==> src/rtl/alu_issue_ctrl_if.sv <==
// Handshake and ALU-operand bundle between the issue sequencer, its
// instruction source, the external ALU and writeback.
interface alu_issue_ctrl_if #(
   parameter int unsigned DATA_WIDTH = 32
);
   logic                  inst_valid_i;
   logic                  inst_ready_o;
   logic [31:0]           inst_i;
   logic [DATA_WIDTH-1:0] rs1_data_i;
   logic [DATA_WIDTH-1:0] rs2_data_i;
   logic [2:0]            ALU_control_o;
   logic [DATA_WIDTH-1:0] data1_o;
   logic [DATA_WIDTH-1:0] data2_o;
   logic [DATA_WIDTH-1:0] result_i;
   logic                  res_valid_o;
   logic                  res_ready_i;
   logic [DATA_WIDTH-1:0] result_o;
   logic [4:0]            rd_addr_o;
   logic                  illegal_o;

   modport slave (
      input  inst_valid_i, inst_i, rs1_data_i, rs2_data_i, result_i, res_ready_i,
      output inst_ready_o, ALU_control_o, data1_o, data2_o, res_valid_o,
             result_o, rd_addr_o, illegal_o
   );

   modport master (
      output inst_valid_i, inst_i, rs1_data_i, rs2_data_i, result_i, res_ready_i,
      input  inst_ready_o, ALU_control_o, data1_o, data2_o, res_valid_o,
             result_o, rd_addr_o, illegal_o
   );
endinterface

==> src/rtl/alu_issue_ctrl.sv <==
// Issue sequencer for a 3-bit-control external ALU: decodes one RV32 ALU
// instruction at a time, holds operands for a fixed latency, hands result to writeback.
module alu_issue_ctrl #(
   parameter int unsigned DATA_WIDTH  = 32,
   parameter int          MUL_LATENCY = 3
) (
   input  logic             clk_i,
   input  logic             rst_i,
   alu_issue_ctrl_if.slave  bus
);

   localparam int unsigned MUL_LAT = (MUL_LATENCY < 1) ? 1 : MUL_LATENCY;
   localparam int unsigned CNT_W   = $clog2(MUL_LAT + 1);

   typedef enum logic [1:0] {IDLE, EXEC, DONE} state_e;

   typedef enum logic [2:0] {
      ALU_ADD = 3'b000,
      ALU_SUB = 3'b001,
      ALU_MUL = 3'b010,
      ALU_OR  = 3'b100,
      ALU_AND = 3'b101
   } alu_op_e;

   state_e                state_q, state_d;
   alu_op_e               ctrl_q, ctrl_d;
   logic [DATA_WIDTH-1:0] data1_q, data1_d;
   logic [DATA_WIDTH-1:0] data2_q, data2_d;
   logic [DATA_WIDTH-1:0] result_q, result_d;
   logic [4:0]            rd_q, rd_d;
   logic                  illegal_q, illegal_d;
   logic [CNT_W-1:0]      cnt_q, cnt_d;

   logic                  dec_legal;
   logic                  dec_mul;
   logic                  dec_imm;
   alu_op_e               dec_ctrl;
   logic [6:0]            opcode;
   logic [2:0]            funct3;
   logic [6:0]            funct7;
   logic [DATA_WIDTH-1:0] imm_ext;
   logic                  unused_rs1_field;

   assign opcode  = bus.inst_i[6:0];
   assign funct3  = bus.inst_i[14:12];
   assign funct7  = bus.inst_i[31:25];
   assign imm_ext = {{(DATA_WIDTH-12){bus.inst_i[31]}}, bus.inst_i[31:20]};
   // Register indices are resolved upstream; only operand values arrive here.
   assign unused_rs1_field = ^bus.inst_i[19:15];

   always_comb begin
      dec_legal = 1'b0;
      dec_mul   = 1'b0;
      dec_imm   = 1'b0;
      dec_ctrl  = ALU_ADD;
      case (opcode)
         7'b0110011: begin
            case ({funct7, funct3})
               {7'b0000000, 3'b000}: begin dec_legal = 1'b1; dec_ctrl = ALU_ADD; end
               {7'b0100000, 3'b000}: begin dec_legal = 1'b1; dec_ctrl = ALU_SUB; end
               {7'b0000001, 3'b000}: begin
                  dec_legal = 1'b1;
                  dec_ctrl  = ALU_MUL;
                  dec_mul   = 1'b1;
               end
               {7'b0000000, 3'b110}: begin dec_legal = 1'b1; dec_ctrl = ALU_OR;  end
               {7'b0000000, 3'b111}: begin dec_legal = 1'b1; dec_ctrl = ALU_AND; end
               default: dec_legal = 1'b0;
            endcase
         end
         7'b0010011: begin
            dec_imm = 1'b1;
            case (funct3)
               3'b000:  begin dec_legal = 1'b1; dec_ctrl = ALU_ADD; end
               3'b110:  begin dec_legal = 1'b1; dec_ctrl = ALU_OR;  end
               3'b111:  begin dec_legal = 1'b1; dec_ctrl = ALU_AND; end
               default: dec_legal = 1'b0;
            endcase
         end
         default: dec_legal = 1'b0;
      endcase
   end

   always_ff @(posedge clk_i or negedge rst_i) begin
      if (!rst_i) begin
         state_q   <= IDLE;
         ctrl_q    <= ALU_ADD;
         data1_q   <= '0;
         data2_q   <= '0;
         result_q  <= '0;
         rd_q      <= '0;
         illegal_q <= 1'b0;
         cnt_q     <= '0;
      end else begin
         state_q   <= state_d;
         ctrl_q    <= ctrl_d;
         data1_q   <= data1_d;
         data2_q   <= data2_d;
         result_q  <= result_d;
         rd_q      <= rd_d;
         illegal_q <= illegal_d;
         cnt_q     <= cnt_d;
      end
   end

   always_comb begin
      state_d = state_q;
      case (state_q)
         IDLE:    if (bus.inst_valid_i && dec_legal) state_d = EXEC;
         EXEC:    if (cnt_q == CNT_W'(1)) state_d = DONE;
         DONE:    if (bus.res_ready_i) state_d = IDLE;
         default: state_d = IDLE;
      endcase
   end

   always_comb begin
      ctrl_d    = ctrl_q;
      data1_d   = data1_q;
      data2_d   = data2_q;
      result_d  = result_q;
      rd_d      = rd_q;
      cnt_d     = cnt_q;
      illegal_d = 1'b0;
      case (state_q)
         IDLE: begin
            if (bus.inst_valid_i) begin
               if (dec_legal) begin
                  ctrl_d  = dec_ctrl;
                  data1_d = bus.rs1_data_i;
                  data2_d = dec_imm ? imm_ext : bus.rs2_data_i;
                  rd_d    = bus.inst_i[11:7];
                  cnt_d   = dec_mul ? CNT_W'(MUL_LAT) : CNT_W'(1);
               end else begin
                  illegal_d = 1'b1;
               end
            end
         end
         EXEC: begin
            cnt_d = cnt_q - CNT_W'(1);
            if (cnt_q == CNT_W'(1)) result_d = bus.result_i;
         end
         default: ;
      endcase
   end

   always_comb begin
      bus.inst_ready_o  = (state_q == IDLE);
      bus.res_valid_o   = (state_q == DONE);
      bus.ALU_control_o = ctrl_q;
      bus.data1_o       = data1_q;
      bus.data2_o       = data2_q;
      bus.result_o      = result_q;
      bus.rd_addr_o     = rd_q;
      bus.illegal_o     = illegal_q;
   end

endmodule

==> src/flat_wrapper.sv <==
// flat-port wrapper written by rule: the top's interface ports become plain ports
module alu_issue_ctrl_flat 
#(
   parameter int unsigned DATA_WIDTH  = 32,
   parameter int          MUL_LATENCY = 3
)
  (clk_i, rst_i, bus_inst_valid_i, bus_inst_i, bus_rs1_data_i, bus_rs2_data_i, bus_result_i, bus_res_ready_i, bus_inst_ready_o, bus_ALU_control_o, bus_data1_o, bus_data2_o, bus_res_valid_o, bus_result_o, bus_rd_addr_o, bus_illegal_o);
  alu_issue_ctrl_if #(.DATA_WIDTH(DATA_WIDTH)) bus_i ();
  input  logic clk_i;
  input  logic rst_i;
  input wire logic [$bits(bus_i.inst_valid_i)-1:0] bus_inst_valid_i;
  input wire logic [$bits(bus_i.inst_i)-1:0] bus_inst_i;
  input wire logic [$bits(bus_i.rs1_data_i)-1:0] bus_rs1_data_i;
  input wire logic [$bits(bus_i.rs2_data_i)-1:0] bus_rs2_data_i;
  input wire logic [$bits(bus_i.result_i)-1:0] bus_result_i;
  input wire logic [$bits(bus_i.res_ready_i)-1:0] bus_res_ready_i;
  output wire logic [$bits(bus_i.inst_ready_o)-1:0] bus_inst_ready_o;
  output wire logic [$bits(bus_i.ALU_control_o)-1:0] bus_ALU_control_o;
  output wire logic [$bits(bus_i.data1_o)-1:0] bus_data1_o;
  output wire logic [$bits(bus_i.data2_o)-1:0] bus_data2_o;
  output wire logic [$bits(bus_i.res_valid_o)-1:0] bus_res_valid_o;
  output wire logic [$bits(bus_i.result_o)-1:0] bus_result_o;
  output wire logic [$bits(bus_i.rd_addr_o)-1:0] bus_rd_addr_o;
  output wire logic [$bits(bus_i.illegal_o)-1:0] bus_illegal_o;
  assign bus_i.inst_valid_i = bus_inst_valid_i;
  assign bus_i.inst_i = bus_inst_i;
  assign bus_i.rs1_data_i = bus_rs1_data_i;
  assign bus_i.rs2_data_i = bus_rs2_data_i;
  assign bus_i.result_i = bus_result_i;
  assign bus_i.res_ready_i = bus_res_ready_i;
  assign bus_inst_ready_o = bus_i.inst_ready_o;
  assign bus_ALU_control_o = bus_i.ALU_control_o;
  assign bus_data1_o = bus_i.data1_o;
  assign bus_data2_o = bus_i.data2_o;
  assign bus_res_valid_o = bus_i.res_valid_o;
  assign bus_result_o = bus_i.result_o;
  assign bus_rd_addr_o = bus_i.rd_addr_o;
  assign bus_illegal_o = bus_i.illegal_o;
  alu_issue_ctrl #(.DATA_WIDTH(DATA_WIDTH), .MUL_LATENCY(MUL_LATENCY)) u_core (.clk_i(clk_i), .rst_i(rst_i), .bus(bus_i));
endmodule
==> config.mk <==
export PLATFORM = sky130hd
export DESIGN_NAME = alu_issue_ctrl_flat
export DESIGN_NICKNAME = d
export VERILOG_FILES = /design/src/rtl/alu_issue_ctrl_if.sv /design/src/rtl/alu_issue_ctrl.sv /design/src/flat_wrapper.sv
export SDC_FILE = /design/constraint.sdc
export NUM_CORES = 1
export LEC_CHECK = 0
export BUFFER_PORTS_ARGS = -buffer_cell sky130_fd_sc_hd__clkbuf_2
export CAP_MARGIN = 30
export CORE_UTILIZATION = 48
export CTS_CLUSTER_SIZE = 10
export DETAILED_ROUTE_END_ITERATION = 10
export PLACE_DENSITY = 0.85
export SLEW_MARGIN = 20
export SYNTH_ARGS = -nofsm -noshare
export SYNTH_HDL_FRONTEND = slang
export SYNTH_SLANG_ARGS = --single-unit
==> constraint.sdc <==
create_clock -name clk_i -period 3.6 [get_ports clk_i]
set_input_delay 0.18 -clock clk_i [delete_from_list [all_inputs] [get_ports clk_i]]
set_output_delay 0.18 -clock clk_i [all_outputs]
set_load 0.01 [all_outputs]
# Word level (Yosys, flattened, before mapping)
# Cells that the tools add are included.
dict set report totals {
  elab_cells 57
  regBits 109
  input_bits 132
}
dict set report op_classes {
  n_eq_ne 16
  mux 21
  add_sub_neg 1
  reduce_logical 11
}
# op count
set ops {}
lappend ops {{32-bit two-way mux} 1}
lappend ops {{10-bit by 3-bit equality test with 1-bit output, second input constant} 2}
lappend ops {{2-bit two-way mux} 6}
lappend ops {{3-bit case mux with 2 select lines} 2}
lappend ops {{3-bit case mux with 4 select lines} 1}
lappend ops {{10-bit by 4-bit equality test with 1-bit output, second input constant} 1}
lappend ops {{10-bit by 9-bit equality test with 1-bit output, second input constant} 1}
lappend ops {{10-bit zero test} 1}
lappend ops {{3-bit AND reduction} 3}
lappend ops {{1-bit two-way mux} 8}
lappend ops {{7-bit by 5-bit equality test with 1-bit output, second input constant} 1}
lappend ops {{7-bit by 6-bit equality test with 1-bit output, second input constant} 1}
lappend ops {{3-bit equality test, second input constant} 2}
lappend ops {{2-bit by 1-bit != test with 1-bit output, second input constant} 3}
lappend ops {{2-bit case mux with 3 select lines} 1}
lappend ops {{5-bit OR reduction} 1}
lappend ops {{2-bit by 1-bit equality test with 1-bit output, second input constant} 2}
lappend ops {{2-bit != test, second input constant} 2}
lappend ops {{2-bit case mux with 2 select lines} 1}
lappend ops {{3-bit zero test} 1}
lappend ops {{3-bit OR reduction} 1}
lappend ops {{2-bit equality test, second input constant} 1}
lappend ops {{2-bit zero test} 1}
lappend ops {{1-bit case mux with 2 select lines} 1}
lappend ops {{other kinds (4)} 4}

# Logic depth before layout (Yosys ltp)
# Gate-level depths: netlist of run 1.
dict set report depth {
  ltp_word 7
  mapped_depth 7
  depth_no_buf 5
}

# Worst setup path before layout of run 1
# OpenSTA, ideal clock, no wires.
dict set report synth_timing {
  path_type {input to register}
  start {input port bus_inst_i[31]}
  end {register u_core.data1_q[22] (netlist: u_core.bus.data1_o[22])}
  setup_time_ns 0.127
  cell_stages 7
  arrival_time_ns 1.879
  slack_ns 1.594
  required_time_ns 3.473
  path_cell_list {or4_4 > o41ai_4 > a22oi_2 > nor2_2 > buf_6 > buf_6 > mux2_1}
}
dict set report synth_via {
  elab_chain_len 5
}
# element line
set synth_rtl {}
lappend synth_rtl {{start, declared} flat_wrapper.sv:12} ;# input wire logic [$bits(bus_i.inst_i)-1:0] bus_inst_i;
lappend synth_rtl {{10-bit by 9-bit equality test with 1-bit output (tied with other cells)} alu_issue_ctrl.sv:58} ;# case ({funct7, funct3})
lappend synth_rtl {{5-bit OR reduction (no line) (*)} -}
lappend synth_rtl {{1-bit two-way mux (*)} alu_issue_ctrl.sv:58}
lappend synth_rtl {{1-bit case mux with 2 select lines (*)} alu_issue_ctrl.sv:56} ;# case (opcode)
lappend synth_rtl {{3-bit AND reduction (no line) (*)} -}
lappend synth_rtl {{end signal, assigned} alu_issue_ctrl.sv:97} ;# data1_q <= data1_d;
lappend synth_rtl {{end, declared} alu_issue_ctrl.sv:27} ;# logic [DATA_WIDTH-1:0] data1_q, data1_d;
# Every way passes the cells marked *; elsewhere a longest branch is shown, timed or not.
# A chain may end at the register's enable or synchronous reset.

# Worst setup path after layout of run 1
dict set report layout_timing {
  start {input port bus_inst_i[31]}
  end {register u_core.data1_q[10] (netlist: u_core.bus.data1_o[10])}
}
# Same word-level chain as after synthesis.

==> impl_summary.txt, run 1 <==
----------------------------------------------------
[CTS]
  CTS H-Tree Depth ... 3
  CTS Sinks ... 109
  Number of buffers created by CTS ... 9
  Clock tree from TritonCTS ... done
  Max Root-Sink Buffers ... 2
  CTS resizes ... 0
  Clock latency on the worst-skew pair ... 370 ps
  Total setup buffers inserted after CTS ... 0
  CTS Root Cell ... clkbuf_8
  Count of hold-fix buffers inserted at cts ... 2
  CTS clk-pin slew, worst paths ... 100 ps

[Worst hold path]
  Min-Delay Path Class ... primary input to flip-flop
  Worst hold path stage count ... 2
  Hold_sp ... bus_rs1_data_i[16]
  Worst Hold Endpoint ... u_core.bus.data1_o[16]$_DFFE_PN0P_

[Synthesis]
  Synthesized area ... 4497 µm²
  Synth warnings ... 0
  Post-Syn Nets ... 478
  Synthesized netlist cell count ... 345
  Number of storage elements in the synthesis netlist ... 109
  Unique cell type count in the Yosys netlist ... 35
  Post-Synthesis Mean Instance Area ... 13.03 µm²
  Post-synth top area share ... 0.6066
  Area contributors post-synth ... dfrtp_1 (61%), mux2_2 (13%), mux2_1 (4.8%)
  Post-synthesis sequential area ratio ... 0.6066
  Area leader, netlist ... dfrtp_1

[Worst setup path]
  Max FO, Critical Path ... 33
  Slack of the worst reg-to-reg path ... 1660 ps
  Family with the most delay on the worst path ... simple AND/OR/NAND/NOR gates
  Crit path largest cell delay ... 570 ps
  Kind of launch point of the worst setup path ... primary input
  Destination of the worst register-to-register timing path ... u_core.bus.data1_o[10]$_DFFE_PN0P_
  WS Path Type ... primary input to flip-flop
  Element type at the critical path end ... flip-flop
  Worst setup path startpoint ... bus_inst_i[31]
  Critical-path top delay cell ... or4_4
  Data required time at the worst endpoint ... 3840 ps
  Worst Reg-to-Reg Cells ... 5
  Data arrival time of the worst path ... 2470 ps
  R2r startpoint ... u_core.state_q[0]$_DFFE_PN0P_
  Cell breakdown of the critical path ... clkbuf_2 > or4_4 > o41ai_4 > a22oi_2 > nor2_4 > buf_4 > mux2_2
  Buffers & Inverters on Critical Path ... 2

[Power and ir drop]
  Maximum resistive drop on vdd ... 0.2047 mV
  Total Power Consumption ... 2260 µW
  Power per cell area ... 382.1 nW/µm²
  LEAKAGE ... 0.003247 µW

[Placement]
  Placed standard-cell area ... 5703 µm²
  Half-perimeter wire length after placement ... 8.062 mm
  Final GP Congestion ... 0.8247
  PortBufs ... 233

[Finish]
  Number of nets in the layout ... 707
  Register area ... 2728 µm²
  Count of filler cells inserted in the layout ... 683
  Area of combinational cells with multiple inputs ... 1615 µm²
  Layout area overhead ... 31.50%
  Post-route design area ... 5913 µm²
  Fraction of layout instances using a drive strength above 1 ... 0.5373
  Diodes inserted ... 0

[Floorplanning]
  Die span in y ... 98.79 µm
  Initial cell density of the core ... 0.5058
  Ports ... 239
  Area inside the core boundary ... 8891 µm²
  Die span in x ... 98.79 µm
  Row count ... 34
  Die area ... 9759 µm²

[GRT]
  Initial antenna violation count ... 0
  Maximum number of pins on one net before global-route repair ... 77
  Leftover overflow at the end of global routing ... 0
  First-pass GRT wire length ... 17.41 mm
  Via count of the first global-routing pass ... 3652
  Overall fraction of global-route tracks in use ... 0.2306

[Routing]
  Post-DR wirelength/cell ... 16.03 µm
  ANT nets after route ... 0
  Number of optimization iterations in the first detailed-route pass ... 5
  Ratio of routed vias to standard cells ... 5.274
  Number of vias in the routed layout ... 3613
  Remaining design rule violation count ... 0
  Sum of routed wire length over all layers ... 10.98 mm
  Initial DRC Count ... 108

[Timing]
  Fraction of the cycle the final worst path needs ... 0.6179
  Total Neg Setup Slack ... 0 ps
  Number of hold violations in the final report ... 0
  Worst hold margin ... 29.07 ps
  Setup repair after global routing missed its margin ... no
  Worst setup skew after layout ... 19.69 ps
  Min cycle time layout ... 2224 ps
  Number of failing setup endpoints in the final timing report ... 0
  Max-slew violation count ... 0
  Slew at the pin closest to its max-slew limit ... 927.8 ps
  Maximum frequency from static timing analysis ... 449.6 MHz
  Headroom to the max-slew limit ... 0.3808

[Flow run]
  Max-Cap Viols ... 0

[Run status]
  Run status ... finished clean

----------------------------------------------------
-- report_power, final --
group / switching [µW] / internal, µW
sequential: 33.7 / 1280
clock: 404 / 247
combinational: 147 / 144
total: 585 / 1670
-- placed cells by master, fill, tap and decap left out --
cell type	n
nor3_1	3
ha_1	1
a22oi_2	1
or2_2	1
buf_16	1
dlygate4sd3_1	2
mux2_1	19
or4_1	2
nor4_1	1
dfrtp_1	109
a21oi_1	21
buf_4	7
nor4b_1	1
nor2b_1	2
o21ai_1	29
nor3b_1	1
nand4_1	1
o41ai_4	1
nor2_4	1
o21ai_0	41
clkbuf_8	9
nand4b_1	1
o21a_1	1
a311o_1	1
a21o_1	2
or4_4	1
nor2_1	3
mux2_2	50
clkinvlp_4	4
nand2_1	8
clkbuf_2	232
inv_6	1
xnor2_1	1
nor2_2	1
mux2i_1	11
inv_1	3
nand2b_1	2
o32a_1	1
-- cell families (layout without fill, tap and decap cells) --
family | count (synthesis) | after routing | share of synthesized area
AND/OR/NAND/NOR | 29 | 29 | 0.03589
buffers and inverters | 27 | 259 | 0.03589
multiplexers | 80 | 80 | 0.1973
flip-flops | 109 | 109 | 0.6066
adder cells (fa/ha/maj) | 1 | 1 | 0.002782
XOR/XNOR | 1 | 1 | 0.001948
AO/OA/AOI/OAI | 98 | 98 | 0.1196
-- state kept, by name (all words and copies together) (netlist names) --
signal / count
u_core.bus.data2_o: 32
u_core.bus.data1_o: 32
u_core.bus.illegal_o: 1
u_core.bus.rd_addr_o: 5
u_core.bus.result_o: 32
u_core.cnt_q: 2
u_core.bus.ALU_control_o: 3
u_core.state_q: 2
-- synth_stat cells --
cell / n
buf_6: 6
o32a_1: 1
nand4b_1: 1
a21oi_1: 21
dfrtp_1: 109
a22oi_2: 1
xnor2_1: 1
clkbuf_1: 13
or4_4: 1
o21ai_0: 41
o21a_1: 1
mux2_1: 19
nand2b_1: 2
nor3_1: 3
a311o_1: 1
nor4b_1: 1
buf_1: 3
a21o_1: 2
o21ai_1: 29
mux2_2: 50
nor4_1: 1
inv_1: 3
nor2_2: 1
nor3b_1: 1
or4_1: 2
or2_1: 1
nor2_1: 4
o41ai_4: 1
buf_4: 1
mux2i_1: 11
nor2b_1: 2
nand2_1: 8
ha_1: 1
nand4_1: 1
buf_8: 1
-- per-layer routing --
layer | track usage | vias up | wire, µm
li1 | - | 1685 | -
met1 | 0.2580 | 1733 | 4309
met2 | 0.4131 | 179 | 5658
met3 | 0.06809 | 16 | 833
met4 | 0.08955 | 0 | 178
met5 | 0 | - | 0
-- metrics by stage --
step	worst slack [ps]	cells	util
2_1_floorplan	1594	345	-
3_3_place_gp	1032	668	0.6414
3_5_place_dp	970.3	668	0.6414
4_1_cts	1348	684	0.6620
5_1_grt	1299	685	0.6651
6_report	1376	685	0.6651
-- cell type report --
type | count | area share
Clock buffer | 9 | 0.02095
Clock inverter | 5 | 0.006559
Inverter | 3 | 0.001904
Multi-Input combinational cell | 209 | 0.2732
Sequential cell | 109 | 0.4613
Tap cell | 108 | 0.02285
Timing Repair Buffer | 242 | 0.2133
-- worst max-delay path by stage --
| stage | endpoint | slack, ps | cells past startpoint |
|---|---|---|---|
| floorplan | u_core.bus.data1_o[22]$_DFFE_PN0P_ | 1590 | 7 |
| global placement | u_core.bus.ALU_control_o[1]$_DFFE_PN0P_ | 1030 | 6 |
| detailed placement | u_core.bus.data1_o[10]$_DFFE_PN0P_ | 970 | 7 |
| CTS | u_core.bus.rd_addr_o[2]$_DFFE_PN0P_ | 1350 | 7 |
| global route | u_core.bus.data1_o[10]$_DFFE_PN0P_ | 1300 | 7 |
| finish | u_core.bus.data1_o[10]$_DFFE_PN0P_ | 1380 | 7 |
No activity file was read; power rests on OpenSTA's default activity.
==> inputs of run 2 (changes only) <==
ABC_AREA = 1   (was unset)
CORE_UTILIZATION = 42   (was 48)
PLACE_DENSITY = 0.77   (was 0.85)
clock period = 1.95 ns   (was 3.6 ns; I/O delays follow)
==> run 2 against run 1 <==
Compared with the run above: sequential share of layout area shrank 8.5 points; clock power grew to 2.7 times the previous value; synthesized area grew 11%; sequential cell count is the same; hold slack lost 27 ps; sequential power grew 85%; design area grew 23%; non-clock buffer count grew 69; register-to-register slack lost 1200 ps; via count grew 31%; cell count grew 50%.
==> impl_summary.txt, run 2 <==
----------------------------------------------------
[Synthesis]
  Post-synthesis sequential area ratio ... 0.5488
  Area contributors post-synth ... dfrtp_1 (55%), nand2_1 (17%), nand3_1 (7.5%)
  Number of enable flip-flop cells after synthesis ... 0
  Dominant cell by count in the synthesized netlist ... nand2_1
  Post-Synthesis Mean Instance Area ... 8.395 µm²
  Proportion of synthesized area in mux cells ... 0.07251
  Dominant register cell in the synthesized netlist ... dfrtp_1
  Number of storage elements in the synthesis netlist ... 109
  XOR/XNOR share of the synthesized area ... 0.001762
  Unique cell type count in the Yosys netlist ... 22
  Post-Syn Nets ... 725
  Synthesized-area fraction occupied by ao, oa, aoi and oai cells ... 0.01108
  Synthesized area ... 4970 µm²
  Synth Area in Simple Gates ... 0.2714
  Main combinational cell family by area after synthesis ... simple AND/OR/NAND/NOR gates
  Area leader, netlist ... dfrtp_1
  Most used standard cells in the synthesized netlist ... nand2_1 (227), dfrtp_1 (109), inv_1 (79)
  Post-synth top area share ... 0.5488
  Adder-cell area share of the yosys netlist ... 0.002518
  Synthesized netlist cell count ... 592
  Synth warnings ... 0
  Async set or reset register ratio after synthesis ... 1.000

[Finish]
  Number of nets in the layout ... 1016
  Fraction of layout instances using a drive strength above 1 ... 0.3330
  Layout area overhead ... 45.95%
  Most frequent standard cell in the layout excluding fill and tap cells ... clkbuf_2
  Number of standard cells in the layout, taps in and fillers out ... 1029
  Most used cells in the layout excluding fill and tap cells ... clkbuf_2 (232), nand2_1 (227), dfrtp_1 (109)
  Diodes inserted ... 0

[Timing]
  Fraction of the cycle the final worst path needs ... 0.7802
  Total Neg Setup Slack ... 0 ps
  Maximum frequency from static timing analysis ... 657.3 MHz
  Slew at the pin closest to its max-slew limit ... 355.9 ps
  Min cycle time layout ... 1521 ps
  Number of hold violations in the final report ... 0
  Worst setup skew after layout ... 7.253 ps
  Max-slew violation count ... 0
  Number of failing setup endpoints in the final timing report ... 0
  Headroom to the max-slew limit ... 0.7627
  Setup repair after global routing missed its margin ... no

[GRT]
  Maximum number of pins on one net before global-route repair ... 67
  Via count of the first global-routing pass ... 4722
  Overall fraction of global-route tracks in use ... 0.2327
  First-pass GRT wire length ... 23.05 mm
  Leftover overflow at the end of global routing ... 0
  Initial antenna violation count ... 0

[Routing]
  Number of vias in the routed layout ... 4751
  Met3 WL ... 806 µm
  Max layer used ... met4
  Routed wl met2 ... 6.706 mm
  ANT nets after route ... 0
  Initial DRC Count ... 231
  Ratio of routed vias to standard cells ... 4.617
  Post-DR wirelength/cell ... 13.32 µm
  Remaining design rule violation count ... 0
  Met1 WL ... 5.907 mm
  Sum of routed wire length over all layers ... 13.70 mm
  Number of optimization iterations in the first detailed-route pass ... 6

[CTS]
  Max Root-Sink Buffers ... 2
  CTS Root Cell ... clkbuf_16
  CTS Sinks ... 109
  CTS H-Tree Depth ... 3
  CTS resizes ... 0
  Clock latency on the worst-skew pair ... 340 ps
  Number of buffers created by CTS ... 9
  Clock tree from TritonCTS ... done
  CTS clk-pin slew, worst paths ... 70 ps

[Worst setup path]
  Data required time at the worst endpoint ... 2170 ps
  Critical-path top delay cell ... dfrtp_1
  Cell breakdown of the critical path ... inv_1 > nor2_1 > nand2_1 > buf_12 > mux2_2
  Crit path largest cell delay ... 390 ps
  WS Path Type ... flip-flop to flip-flop
  Data arrival time of the worst path ... 1740 ps
  Max FO, Critical Path ... 33
  Kind of launch point of the worst setup path ... flip-flop
  Element type at the critical path end ... flip-flop

[Floorplanning]
  Row count ... 39
  Die span in y ... 110.8 µm
  Die span in x ... 110.8 µm
  Initial cell density of the core ... 0.4334
  Die area ... 12270 µm²
  Ports ... 239
  Area inside the core boundary ... 11470 µm²

[Power and ir drop]
  Power per cell area ... 679.9 nW/µm²
  Switching power total ... 1211 µW
  Part of the power in combinational logic ... 0.145
  Switch share ... 0.2455
  Proportion of power drawn by flip-flops and latches ... 0.495
  LEAKAGE ... 0.004281 µW
  Maximum resistive drop on vdd ... 0.4606 mV
  Clock power share ... 0.360
  Internal power ... 3720 µW

[Run status]
  Run status ... finished clean

[Placement]
  PortBufs ... 233
  Half-perimeter wire length after placement ... 8.930 mm
  Post-placement cell count ... 950
  Final GP Congestion ... 0.7877

[Flow run]
  Max-Cap Viols ... 0

[Worst hold path]
  Min-Delay Path Class ... primary input to flip-flop

----------------------------------------------------
-- run 2: cell types whose count changed after synthesis, sizes merged, moves of 6 or more --
| cell | before | now |
|---|---|---|
| a21oi | 21 | 0 |
| buf | 11 | 24 |
| clkbuf | 13 | 7 |
| inv | 3 | 79 |
| mux2 | 69 | 32 |
| mux2i | 11 | 0 |
| nand2 | 8 | 229 |
| nand3 | 0 | 74 |
| nor2 | 5 | 22 |
| o21ai | 70 | 8 |
-- run 2: metal layers --
metal / track usage / vias up
met3: 0.05303 / 23
met4: 0.08356 / 0
met5: 0 / -
met2: 0.4054 / 168
li1: - / 2388
met1: 0.2812 / 2172
-- run 2: power groups by stage --
stage	sequential, µW	clock [µW]	combinational, µW
6_report	2440	1780	715
5_1_grt	2450	1900	801
4_1_cts	2440	1810	716
3_5_place_dp	2480	0	609
3_3_place_gp	2470	0	595
2_1_floorplan	2520	0	224
-- run 2: logic make-up after synthesis --
group,after synthesis
multiplexers,32
XOR/XNOR,1
AND/OR/NAND/NOR,329
adder cells (fa/ha/maj),1
AO/OA/AOI/OAI,10
buffers and inverters,110
flip-flops,109
-- run 2: layout make-up --
| class | count | area [µm²] |
|---|---|---|
| inverter | 79 | 296.5 |
| timing repair buffer | 311 | 1979 |
| multi-input combinational | 373 | 1790 |
| sequential | 109 | 2728 |
| fill | 993 | 4214 |
| clock buffer | 10 | 229.0 |
| clock inverter | 4 | 51.30 |
| tap | 143 | 178.9 |
-- run 2: worst max-delay path: cells and delay by family (launching register included) --
kind / cells / cell delay (ps)
simple gates: 2 / 420
mux: 1 / 300
flops: 1 / 390
buf+inv: 2 / 270
-- run 2: final timing paths --
check,start,endpoint,slack (ps),depth (start not counted)
hold reg to reg,u_core.bus.data1_o[14]$_DFFE_PN0P_,u_core.bus.data1_o[14]$_DFFE_PN0P_,470,2
max in group asynchronous,rst_i,u_core.bus.result_o[16]$_DFFE_PN0P_,1350,3
min in group asynchronous,rst_i,u_core.bus.ALU_control_o[2]$_DFFE_PN0P_,270,3
setup reg to reg,u_core.state_q[0]$_DFFE_PN0P_,u_core.bus.result_o[21]$_DFFE_PN0P_,430,5
setup / recovery,u_core.state_q[0]$_DFFE_PN0P_,u_core.bus.result_o[21]$_DFFE_PN0P_,430,5
hold / removal,bus_result_i[17],u_core.bus.result_o[17]$_DFFE_PN0P_,2,2
-- run 2: through the flow --
| step | cell area (µm²) | power [µW] | hold slack (ps) | setup WS [ps] | util |
|---|---|---|---|---|---|
| floorplan | 4970 | 2745 | -198.1 | 360.6 | - |
| global placement | 6322 | 3069 | 107.1 | 329.0 | 0.5513 |
| detailed placement | 6322 | 3088 | 107.2 | 301.4 | 0.5513 |
| CTS | 7253 | 4959 | 0.9887 | 444.2 | 0.6325 |
| global route | 7253 | 5159 | 0.2160 | 336.3 | 0.6325 |
| finish | 7253 | 4931 | 2.317 | 428.6 | 0.6325 |
-- run 2: what timing repair did --
| item | 4_1_cts | 5_1_grt |
|---|---|---|
| buffers inserted | 0 | 0 |
| hold buffers | 65 | 0 |
| hold endpoints to repair | 173 | 0 |
